**src/rtl/tdc_pulsegen.sv**
```systemverilog
// Wishbone-programmable pulse-train generator used as TDC self-test / code-density stimulus.
// Optional LFSR jitter on the low phase is built when TDC_PULSEGEN_JITTER_EN is defined.
module tdc_pulsegen #(
  parameter int g_WIDTH = 16
) (
  input  logic        wb_clk_i,
  input  logic        rst_n_i,
  input  logic [3:0]  wb_addr_i,
  input  logic [31:0] wb_data_i,
  output logic [31:0] wb_data_o,
  input  logic        wb_cyc_i,
  input  logic        wb_stb_i,
  input  logic        wb_we_i,
  input  logic [3:0]  wb_sel_i,
  output logic        wb_ack_o,
  output logic        wb_irq_o,
  output logic        pulse_o
);

  localparam logic [1:0] ST_IDLE = 2'd0;
  localparam logic [1:0] ST_HIGH = 2'd1;
  localparam logic [1:0] ST_LOW  = 2'd2;

  logic [1:0]         state_q, state_d;
  logic [g_WIDTH-1:0] cnt_q, cnt_d;
  logic [g_WIDTH-1:0] high_q, high_d, low_q, low_d, count_q, count_d;
  logic [g_WIDTH-1:0] sent_q, sent_d, tgt_q, tgt_d;
  logic               pulse_q, pulse_d, done_q, done_d, irq_en_q, irq_en_d;
  logic               ack_q, ack_d;
  logic [31:0]        data_q, data_d, rd_val;
  logic [g_WIDTH-1:0] jitter, hi_load, lo_load, sent_inc;
  logic               bus_req, wr_en, wr_ctrl, start_cmd, stop_cmd;

  // Replace only the byte lanes selected by the bus.
  function automatic logic [31:0] merge_lanes(input logic [31:0] old_v, input logic [31:0] new_v,
                                              input logic [3:0] sel);
    logic [31:0] r;
    r = old_v;
    for (int b = 0; b < 4; b++)
      if (sel[b]) r[b*8 +: 8] = new_v[b*8 +: 8];
    return r;
  endfunction

  assign bus_req   = wb_cyc_i & wb_stb_i & ~ack_q;
  assign wr_en     = bus_req & wb_we_i;
  assign wr_ctrl   = wr_en && (wb_addr_i == 4'd0) && wb_sel_i[0];
  assign start_cmd = wr_ctrl & wb_data_i[0];
  assign stop_cmd  = wr_ctrl & wb_data_i[1];

`ifdef TDC_PULSEGEN_JITTER_EN
  logic [15:0] lfsr_q, lfsr_d, jmask_q, jmask_d;
  assign lfsr_d = {1'b0, lfsr_q[15:1]} ^ (lfsr_q[0] ? 16'hB400 : 16'h0000);
  assign jitter = g_WIDTH'(lfsr_q & jmask_q);
  assign jmask_d = (wr_en && wb_addr_i == 4'd5) ?
                   16'(merge_lanes(32'(jmask_q), wb_data_i, wb_sel_i)) : jmask_q;

  always_ff @(posedge wb_clk_i) begin
    if (!rst_n_i) begin
      lfsr_q  <= 16'hACE1;
      jmask_q <= 16'h0000;
    end else begin
      lfsr_q  <= lfsr_d;
      jmask_q <= jmask_d;
    end
  end
`else
  assign jitter = '0;
`endif

  assign hi_load  = (high_q == '0) ? '0 : high_q - g_WIDTH'(1);
  assign lo_load  = ((low_q == '0) ? '0 : low_q - g_WIDTH'(1)) + jitter;
  assign sent_inc = sent_q + g_WIDTH'(1);

  always_comb begin
    rd_val = '0;
    case (wb_addr_i)
      4'd0: rd_val = {28'd0, done_q, irq_en_q, 1'b0, state_q != ST_IDLE};
      4'd1: rd_val = 32'(high_q);
      4'd2: rd_val = 32'(low_q);
      4'd3: rd_val = 32'(count_q);
      4'd4: rd_val = 32'(sent_q);
`ifdef TDC_PULSEGEN_JITTER_EN
      4'd5: rd_val = 32'(jmask_q);
`endif
      default: rd_val = '0;
    endcase
  end

  always_comb begin
    ack_d    = bus_req;
    data_d   = (bus_req && !wb_we_i) ? rd_val : '0;
    state_d  = state_q;
    cnt_d    = cnt_q;
    pulse_d  = pulse_q;
    sent_d   = sent_q;
    tgt_d    = tgt_q;
    done_d   = done_q;
    irq_en_d = irq_en_q;
    high_d   = high_q;
    low_d    = low_q;
    count_d  = count_q;

    if (wr_ctrl) begin
      irq_en_d = wb_data_i[2];
      if (wb_data_i[3]) done_d = 1'b0;
    end
    if (wr_en && wb_addr_i == 4'd1) high_d  = g_WIDTH'(merge_lanes(32'(high_q), wb_data_i, wb_sel_i));
    if (wr_en && wb_addr_i == 4'd2) low_d   = g_WIDTH'(merge_lanes(32'(low_q), wb_data_i, wb_sel_i));
    if (wr_en && wb_addr_i == 4'd3) count_d = g_WIDTH'(merge_lanes(32'(count_q), wb_data_i, wb_sel_i));

    // FSM transitions come after the clear so that a DONE set wins the same edge.
    case (state_q)
      ST_IDLE: begin
        if (start_cmd && !stop_cmd) begin
          tgt_d   = count_q;
          sent_d  = '0;
          done_d  = 1'b0;
          state_d = ST_HIGH;
          cnt_d   = hi_load;
          pulse_d = 1'b1;
        end
      end
      ST_HIGH: begin
        if (stop_cmd) begin
          state_d = ST_IDLE;
          pulse_d = 1'b0;
          done_d  = 1'b1;
        end else if (cnt_q != '0) begin
          cnt_d = cnt_q - g_WIDTH'(1);
        end else begin
          sent_d  = sent_inc;
          pulse_d = 1'b0;
          if (tgt_q != '0 && sent_inc == tgt_q) begin
            state_d = ST_IDLE;
            done_d  = 1'b1;
          end else begin
            state_d = ST_LOW;
            cnt_d   = lo_load;
          end
        end
      end
      ST_LOW: begin
        if (stop_cmd) begin
          state_d = ST_IDLE;
          pulse_d = 1'b0;
          done_d  = 1'b1;
        end else if (cnt_q != '0) begin
          cnt_d = cnt_q - g_WIDTH'(1);
        end else begin
          state_d = ST_HIGH;
          cnt_d   = hi_load;
          pulse_d = 1'b1;
        end
      end
      default: begin
        state_d = ST_IDLE;
        pulse_d = 1'b0;
      end
    endcase
  end

  always_ff @(posedge wb_clk_i) begin
    if (!rst_n_i) begin
      state_q  <= ST_IDLE;
      cnt_q    <= '0;
      pulse_q  <= 1'b0;
      sent_q   <= '0;
      tgt_q    <= '0;
      done_q   <= 1'b0;
      irq_en_q <= 1'b0;
      high_q   <= '0;
      low_q    <= '0;
      count_q  <= '0;
      ack_q    <= 1'b0;
      data_q   <= '0;
    end else begin
      state_q  <= state_d;
      cnt_q    <= cnt_d;
      pulse_q  <= pulse_d;
      sent_q   <= sent_d;
      tgt_q    <= tgt_d;
      done_q   <= done_d;
      irq_en_q <= irq_en_d;
      high_q   <= high_d;
      low_q    <= low_d;
      count_q  <= count_d;
      ack_q    <= ack_d;
      data_q   <= data_d;
    end
  end

  assign wb_ack_o  = ack_q;
  assign wb_data_o = data_q;
  assign wb_irq_o  = done_q & irq_en_q;
  assign pulse_o   = pulse_q;

endmodule

```
**config.mk**
```make
export PLATFORM = sky130hd
export DESIGN_NAME = tdc_pulsegen
export DESIGN_NICKNAME = d
export VERILOG_FILES = /design/src/rtl/tdc_pulsegen.sv
export SDC_FILE = /design/constraint.sdc
export NUM_CORES = 1
export LEC_CHECK = 0
export CORE_ASPECT_RATIO = 0.7
export CORE_MARGIN = 1.5
export CORE_UTILIZATION = 45
export CTS_CLUSTER_SIZE = 25
export DETAILED_ROUTE_END_ITERATION = 6
export GPL_TIMING_DRIVEN = 0
export PLACE_DENSITY = 0.75
export SYNTH_ARGS = -nofsm -noshare
export SYNTH_HDL_FRONTEND = slang
export SYNTH_SLANG_ARGS = --single-unit
```
**constraint.sdc**
```tcl
create_clock -name wb_clk_i -period 7.8 [get_ports wb_clk_i]
set_input_delay 1.56 -clock wb_clk_i [delete_from_list [all_inputs] [get_ports wb_clk_i]]
set_output_delay 1.56 -clock wb_clk_i [all_outputs]
set_load 0.01 [all_outputs]
```
== Yosys cells after proc, flatten, opt, wreduce, memory -nomap -nowiden ==
Index checks and enable logic that the tools add are counted.
Storage, ports and cells
  memory bits (read-only): 0
  input bits: 45
  output and inout bits: 35
  flip-flop bits (word level): 134
  bits in writable memories: 0
  memories: 0
  latch bits: 0
  logic and storage cells: 105
Operators by class
  divide/modulo/power cells: 0
  reductions and logical operators: 30
  equality and inequality tests: 14
  bitwise logic cells: 7
  magnitude comparators: 0
  add/sub/neg operators: 4
  multiply operators: 0
  shift operators: 0
  mux-type cells: 35
Operators by type and width (number)
  $mux W16: 11
  $pmux W16 S5: 1
  $pmux W16 S3: 1
  $sub A16 B1 Y16 const B: 3
  $logic_not A16 Y1: 2
  $pmux W16 S2: 1
  $reduce_bool A16 Y1: 2
  $add A16 B1 Y16 const B: 1
  $eq A16 B16 Y1: 1
  $reduce_and A2 Y1: 8
  $mux W1: 12
  $mux W2: 6
  $ne A3 B3 Y1 const B: 3
  $eq A4 B2 Y1 const B: 2
  $logic_and A1 B1 Y1: 8
  $ne A2 B2 Y1 const B: 4
  $and A1 B1 Y1: 6
  $pmux W1 S3: 2
  $pmux W2 S3: 1
  $reduce_and A5 Y1: 1
  $eq A4 B1 Y1 const B: 1
  $eq A4 B3 Y1 const B: 1
  $logic_not A4 Y1: 1
  $reduce_and A4 Y1: 1
  8 further kinds: 10

== Depth between registers and ports, before layout ==
Gate-level depths: netlist of run 1.
  depth in word-level cells: 10
  gate-level depth with buffers: 11
  mapped depth without buffers: 10

== Least setup slack after synthesis of run 1 ==
No wires, ideal clock.
  kind: in2reg
  from: input wb_addr_i[1]
  to: register tgt_q[10]
  arrival: 3.461 ns
  slack: 4.212 ns
  data required time: 7.672 ns
  stages: 9
  library setup time: 0.128 ns
  cell sequence: nor4_1 -> and2_1 -> buf_2 -> nand3b_1 -> or2_2 -> clkbuf_1 -> buf_2 -> mux2i_1 -> nor2_1
On the way
  longest elaborated chain between the ends: 7
Ends and longest elaborated chain
  from (decl): RTL line 8  | input logic [3:0] wb_addr_i,
  $logic_not A4 Y1 (*): RTL line 46  | assign wr_ctrl = wr_en && (wb_addr_i == 4'd0) && wb_sel_i[0];
  $logic_and A1 B1 Y1 (*) (2 in series): RTL line 46
  $and A1 B1 Y1: RTL line 48  | assign stop_cmd = wr_ctrl & wb_data_i[1];
  $logic_not A1 Y1: RTL line 114  | if (start_cmd && !stop_cmd) begin
  $logic_and A1 B1 Y1 (*): RTL line 114
  $reduce_and A2 Y1 (no line) (*)
  to (signal assigned): RTL line 181  | tgt_q <= tgt_d;
  to (decl): RTL line 27  | logic [g_WIDTH-1:0] sent_q, sent_d, tgt_q, tgt_d;
Mark *: on every way between the ends. The rest lies on a longest branch, timed or not.
A chain may end at the register's enable or synchronous reset.

== Final worst setup path of run 1 ==
  from: input wb_addr_i[1]
  to: register cnt_q[9]
On the way
  longest elaborated chain between the ends: 8
Ends and longest elaborated chain
  $logic_not A4 Y1 (*): RTL line 46
  $logic_and A1 B1 Y1 (*) (2 in series): RTL line 46
  $and A1 B1 Y1: RTL line 48
  $logic_not A1 Y1: RTL line 114
  $logic_and A1 B1 Y1: RTL line 114
  $ne A2 B2 Y1 (no line)
  $reduce_and A5 Y1 (no line) (*)
  to (signal assigned): RTL line 178  | cnt_q <= cnt_d;
  to (decl): RTL line 25  | logic [g_WIDTH-1:0] cnt_q, cnt_d;
Marks and branches as above.

==> summary.txt, run 1 <==
Initial Util: 46.5%
synthesized area per cell: 7.86 um2
post-synthesis sequential area ratio: 32.6%
die width: 155 um
dpl hpwl: 18600 um
cells after synthesis: 922
max-cap check violation count: 0
VDD IR-drop max: 0.150 mV
first-pass GRT wire length: 37500 um
WP data required: 8160 ps
die area: 16900 um2
status: complete, no violations
Hold Path Class: flop to flop
Die Y: 109 um
clk_skew: 10.8 ps
Final #Nets: 1056
CTS tree: yes
initial antenna violation count: 0
first drt pass iteration count: 7
synth unique cells: 86
min cycle time layout: 4280 ps
Final Cycle Share: 54.8%
# DRC: 0
Reg clk slew, reported paths: 60 ps
Leakage: 3.29 nW
M1 GR Usage: 44.6%
CTS max path bufs: 2
total via count in the routed design: 7465
core area: 15600 um2
Yosys reg bits: 118
grt met3 use: 10.2%
ys async rst share: 0%
largest net degree at the start of global routing: 17
CP max FO: 10
relative slew slack: 33.2%
Iteration-0 DRC Markers: 1069
Root Driver: clkbuf_16
CTS H-tree depth: 4
cell area after synthesis: 7250 um2
critical path launch point type: primary input
commonest non-fill, non-tap cell in the layout: nand2_1
RSZ-0062 raised after global routing: false
via/cell ratio: 6.15
Worst-Skew Late Latency: 440 ps
DRT antenna net count: 0
clk sinks: 118
Post-CTS Repair Setup Buffers: 0
GP Congestion: 1.00
crit path DAT: 4640 ps
worst slew pin tran: 999 ps
top_reg_cell synth: dfxtp_1
GR Overflow Total: 0
Crit. End Element: flop
WL final: 24500 um
post-layout instance area: 8630 um2
vias in the first global route: 6489
Placed Area: 8010 um2
commonest non-fill, non-tap cells in the layout: nand2_1, dfxtp_1, a21oi_1, nor2_1, nand3_1
# hold bufs at CTS: 0
M2 GR Usage: 40.3%
WL per Instance: 20.2 um
Hold Vio Cnt, Final: 0
Pins Over Slew Limit: 0
post-CTS resize count: 0
fmax: 234 MHz
gr busiest metal: met1
count of final setup violators: 0
Layout fillers: 1503
WS Path Type: primary input to flop
Port Buffers: 44
number of synthesized flops with an enable pin: 0
number of diodes: 0
PD cells: 229 nW/um2
Syn. warnings: 0
Site Rows: 38
Area growth syn-to-layout: 19.1%
I/O pin cnt: 80
share of layout cells above drive strength 1: 11.0%
setup TNS: 0 ps
CTS buffer count: 17
Overall Global Routing Usage: 29.6%
[registers in the layout, summed over array words and instances (netlist names)]
| name | flops |
|---|---|
| cnt_q | 16 |
| count_q | 16 |
| done_q | 1 |
| high_q | 16 |
| irq_en_q | 1 |
| low_q | 16 |
| pulse_o | 1 |
| sent_q | 16 |
| state_q | 2 |
| tgt_q | 16 |
| wb_ack_o | 1 |
| wb_data_o | 16 |
[worst paths after layout]
check	from	to	slack, ps	cells after the start
setup reg to reg	sent_q[0]	cnt_q[4]	4340	10
setup / recovery	wb_addr_i[1]	cnt_q[9]	3520	10
hold / removal	count_q[5]	count_q[5]	470	2
hold reg to reg	count_q[5]	count_q[5]	470	2
[cell type report]
class,count,area (um2),share of cell area (%)
inverter,16,60.1,0.696
multi-input combinational,722,4420,51.2
sequential,118,2360,27.4
timing repair buffer,44,440,5.10
tap,200,250,2.90
buffer,81,473,5.48
clock inverter,14,188,2.17
clock buffer,18,439,5.09
[cells by family after synthesis]
| logic type | Yosys count | share of synthesized area (%) |
|---|---|---|
| AO/OA/AOI/OAI | 229 | 21.0 |
| XOR/XNOR | 46 | 5.56 |
| adder cells (fa/ha/maj) | 11 | 1.90 |
| buffers and inverters | 97 | 7.35 |
| flip-flops | 118 | 32.6 |
| multiplexers | 28 | 3.88 |
| other | 1 | 0.0517 |
| AND/OR/NAND/NOR | 392 | 27.7 |
[cell usage after synthesis, drive strengths merged, types with 4 or more instances]
cell | n | area share, %
or3 | 15 | 1.3
nand4 | 10 | 1.2
nor3 | 30 | 2.3
o22ai | 9 | 0.78
mux2i | 27 | 3.7
buf | 35 | 3.3
nand2b | 6 | 0.52
a211oi | 8 | 0.97
o221a | 7 | 1.1
xnor2 | 26 | 3.1
a21oi | 95 | 6.6
clkbuf | 46 | 3.2
and3 | 7 | 0.60
nand2 | 127 | 6.6
o31ai | 7 | 0.79
or2 | 5 | 0.43
o21a | 5 | 0.52
a31oi | 5 | 0.43
xor2 | 20 | 2.4
nor2 | 75 | 3.9
or4 | 10 | 1.1
and2 | 10 | 0.93
nor3b | 6 | 0.62
dfxtp | 118 | 33
ha | 11 | 1.9
a22oi | 7 | 0.73
nor4b | 4 | 0.48
inv | 15 | 0.78
a222oi | 16 | 2.2
o21ai | 33 | 2.3
nor4 | 19 | 2.4
a21o | 5 | 0.52
nand3 | 61 | 4.4
o221ai | 4 | 0.48
[metal layers]
metal	share of wire [%]	vias to the layer above	routed length, um
li1	-	3489	-
met3	14	17	3540
met2	39	457	9520
met5	0	-	0
met1	46	3502	11300
met4	0.64	0	157
[report_power, final]
part	total, mW	internal, mW	switching, mW
clock	0.845	0.519	0.325
sequential	0.635	0.616	0.0186
combinational	0.493	0.181	0.312
[stage by stage]
stage,hold WS [ps],power (mW),setup WS (ps),utilization (%),instances
finish,473,1.97,3520,55.4,1213
global route,493,2.05,3290,55.4,1213
CTS,472,1.96,3630,55.4,1213
detailed placement,463,1.12,3200,51.3,1181
global placement,463,1.13,3230,51.3,1181
floorplan,448,0.993,4210,-,937
[critical path, cell delays in order]
cell,delay (ps)
clkdlybuf4s50_1,500
nor4_1,790
and2_1,210
buf_2,170
nand3b_1,180
a21oi_1,300
nand2_1,170
nor2_2,330
buf_6,220
mux2i_1,190
(Power assumes the default switching activity.)
==> run 2, diff against run 1 <==
==> constraint.sdc (replaced) <==
create_clock -name wb_clk_i -period 4.2 [get_ports wb_clk_i]
set_input_delay 0.84 -clock wb_clk_i [delete_from_list [all_inputs] [get_ports wb_clk_i]]
set_output_delay 0.84 -clock wb_clk_i [all_outputs]
set_load 0.01 [all_outputs]
==> results of run 2 <==
Same layout as run 1 (identical final DEF). Status: complete, no violations.
Among the figures that moved: setup slack after placement 3200 ps -> 319 ps; setup slack after layout 3520 ps -> 642 ps; register-to-register setup slack 4340 ps -> 740 ps; total power 1.97 mW -> 3.66 mW; worst IR drop on VDD 0.150 mV -> 0.279 mV
==> run 3, diff against run 2 <==
--- a/config.mk
+++ b/config.mk
@@ -11,7 +11,7 @@
 export CTS_CLUSTER_SIZE = 25
 export DETAILED_ROUTE_END_ITERATION = 6
 export GPL_TIMING_DRIVEN = 0
-export PLACE_DENSITY = 0.75
+export PLACE_DENSITY = 0.78
 export SYNTH_ARGS = -nofsm -noshare
 export SYNTH_HDL_FRONTEND = slang
 export SYNTH_SLANG_ARGS = --single-unit
==> constraint.sdc (replaced) <==
create_clock -name wb_clk_i -period 3.2 [get_ports wb_clk_i]
set_input_delay 0.64 -clock wb_clk_i [delete_from_list [all_inputs] [get_ports wb_clk_i]]
set_output_delay 0.64 -clock wb_clk_i [all_outputs]
set_load 0.01 [all_outputs]
==> run 3 against run 2 <==
  * Design area rose by 1.2%
  * Critical path type is now flop to flop
  * Global-route usage rose by 0.31 points
  * Worst setup slack got worse by 510 ps
  * Largest power group unchanged
==> summary.txt, run 3 (synthesized netlist as in run 1, its figures left out) <==
status: complete, no violations
Reg area: 2360 um2 (about the same)
M2 GR Usage: 39.4% (-0.84 points)
commonest non-fill, non-tap cells in the layout: nand2_1, dfxtp_1, a21oi_1, nor2_1, nand3_1
Port Buffers: 44 (unchanged)
Final Cycle Share: 95.9%
share of layout cells above drive strength 1: 11.8% (+0.87 points)
Pins Over Slew Limit: 0 (unchanged)
CP max FO: 10 (unchanged)
multi-input logic area: 4480 um2 (+1.4%)
grt met3 use: 14.3% (+4.1 points)
CTS max path bufs: 2 (unchanged)
fmax: 326 MHz
PD cells: 564 nW/um2
Hold Vio Cnt, Final: 0 (unchanged)
Die Y: 109 um (unchanged)
Area growth syn-to-layout: 20.5%
Worst-Skew Late Latency: 440 ps (about the same)
largest net degree at the start of global routing: 17 (unchanged)
dpl hpwl: 18900 um (+1.7%)
die area: 16900 um2 (unchanged)
first-pass GRT wire length: 37700 um (+0.65%)
max-cap check violation count: 0 (unchanged)
Setup Slack @ Placement: -657 ps
I/O pin cnt: 80 (unchanged)
min cycle time layout: 3070 ps
Root Driver: clkbuf_16
clk sinks: 118 (unchanged)
Final #Nets: 1058 (+0.19%)
Hold Startpoint: count_q[13]
first drt pass iteration count: 7 (unchanged)
M1 GR Usage: 42.2% (-2.3 points)
count of final setup violators: 0 (unchanged)
Setup WS post-layout: 130 ps
DRT antenna net count: 0 (unchanged)
Reg clk slew, reported paths: 60 ps (about the same)
slowest CP cell: dfxtp_2
CTS tree: yes
number of diodes: 0 (unchanged)
Reg-to-Reg Start: sent_q[1]
FF-to-FF path depth: 10 (unchanged)
Util after Layout: 56.0% (+0.66 points)
via/cell ratio: 6.29 (+2.3%)
crit path DAT: 3440 ps
WL final: 25100 um (+2.5%)
CP peak stage delay: 430 ps (-360 ps)
initial antenna violation count: 0 (unchanged)
WL per Instance: 20.6 um (+2.4%)
CTS buffer count: 17 (unchanged)
commonest non-fill, non-tap cell in the layout: nand2_1
WS Path Type: flop to flop
crit path cell chain: ha_2 -> nand3_1 -> o311a_1 -> o41ai_2 -> a22oi_1 -> o2111ai_2 -> nor3_2 -> nor2_4 -> buf_6 -> mux2i_1
Design Power: 4.92 mW
Crit. End Element: flop
# DRC: 0 (unchanged)
WP data required: 3570 ps
core area: 15600 um2 (unchanged)
worst slew pin tran: 1020 ps (+23.1 ps)
Site Rows: 38 (unchanged)
vias in the first global route: 6694 (+3.2%)
hold depth: 2 (unchanged)
GR Overflow Total: 0 (unchanged)
Overall Global Routing Usage: 29.9% (+0.31 points)
Initial Util: 46.5% (unchanged)
Leakage: 3.34 nW (+1.6%)
Iteration-0 DRC Markers: 1147 (+7.3%)
VDD IR-drop max: 0.346 mV
GP Congestion: 0.992 (-1.3%)
total via count in the routed design: 7648 (+2.5%)
setup TNS: 0 ps (unchanged)
RSZ-0062 raised after global routing: false
clk_skew: 12.5 ps (+1.66 ps)
CTS H-tree depth: 4 (unchanged)
Layout fillers: 1445 (-3.9%)
die width: 155 um (unchanged)
critical path launch point type: flop
Hold Slack: 478 ps (+5.32 ps)
CP Launch Point: sent_q[1]
gr busiest metal: met1
relative slew slack: 31.7% (-1.5 points)
Hold Path Class: flop to flop
## run 3: changes by cell type in the layout (fill, tap and decap cells not counted), sizes merged
cell,previous run,this run
clkinv,5,6
inv,21,18
bufinv,3,4
buf,35,38
clkbuf,64,65
clkinvlp,1,0
## run 3: worst max-delay path, delay by kind of cell (launching register included)
| kind | cells | cell delay (ps) |
|---|---|---|
| AOI/OAI and AO/OA | 4 | 1160 |
| muxes | 1 | 200 |
| DFF | 1 | 430 |
| buffers and inverters | 1 | 200 |
| adders and majority gates | 1 | 320 |
| and+or+nand+nor | 3 | 670 |
## run 3: layout make-up
| class | instances | share of cell area [%] |
|---|---|---|
| Buffer | 80 | 5.37 |
| Clock inverter | 12 | 2.18 |
| Inverter | 16 | 0.687 |
| Tap cell | 200 | 2.86 |
| Sequential cell | 118 | 27.1 |
| Multi-Input combinational cell | 722 | 51.3 |
| Timing Repair Buffer | 47 | 5.30 |
| Clock buffer | 20 | 5.23 |
## run 3: worst paths after layout
kind / slack [ps] / to
worst max-delay path: 130 / cnt_q[9]
worst min-delay path: 480 / count_q[13]
worst max register to register: 130 / cnt_q[9]
worst min register to register: 480 / count_q[13]
## run 3: through the flow
step | instance area [um2] | cells
after floorplan | 7300 | 937
after global placement | 7990 | 1181
after detailed placement | 8010 | 1181
after CTS | 8700 | 1215
after global routing | 8740 | 1215
final | 8740 | 1215
## run 3: metal layers
metal,vias up,part of all wire [%]
met1,3579,44
met4,0,2.2
li1,3503,-
met3,62,16
met5,-,0
met2,504,38
## run 3: what timing repair did
action	4_1_cts	5_1_grt
setup endpoints to repair	23	28
endpoints found under the hold margin	0	0
buffers inserted	2	1
gates resized for setup	5	6
pin swaps	1	2
hold buffers	0	0
## run 3: where the power goes
part	total (mW)	internal, mW	switching, mW
Clock	2.12	1.36	0.760
Combinational	1.26	0.448	0.810
Sequential	1.55	1.50	0.0466
Total	4.92	3.31	1.62
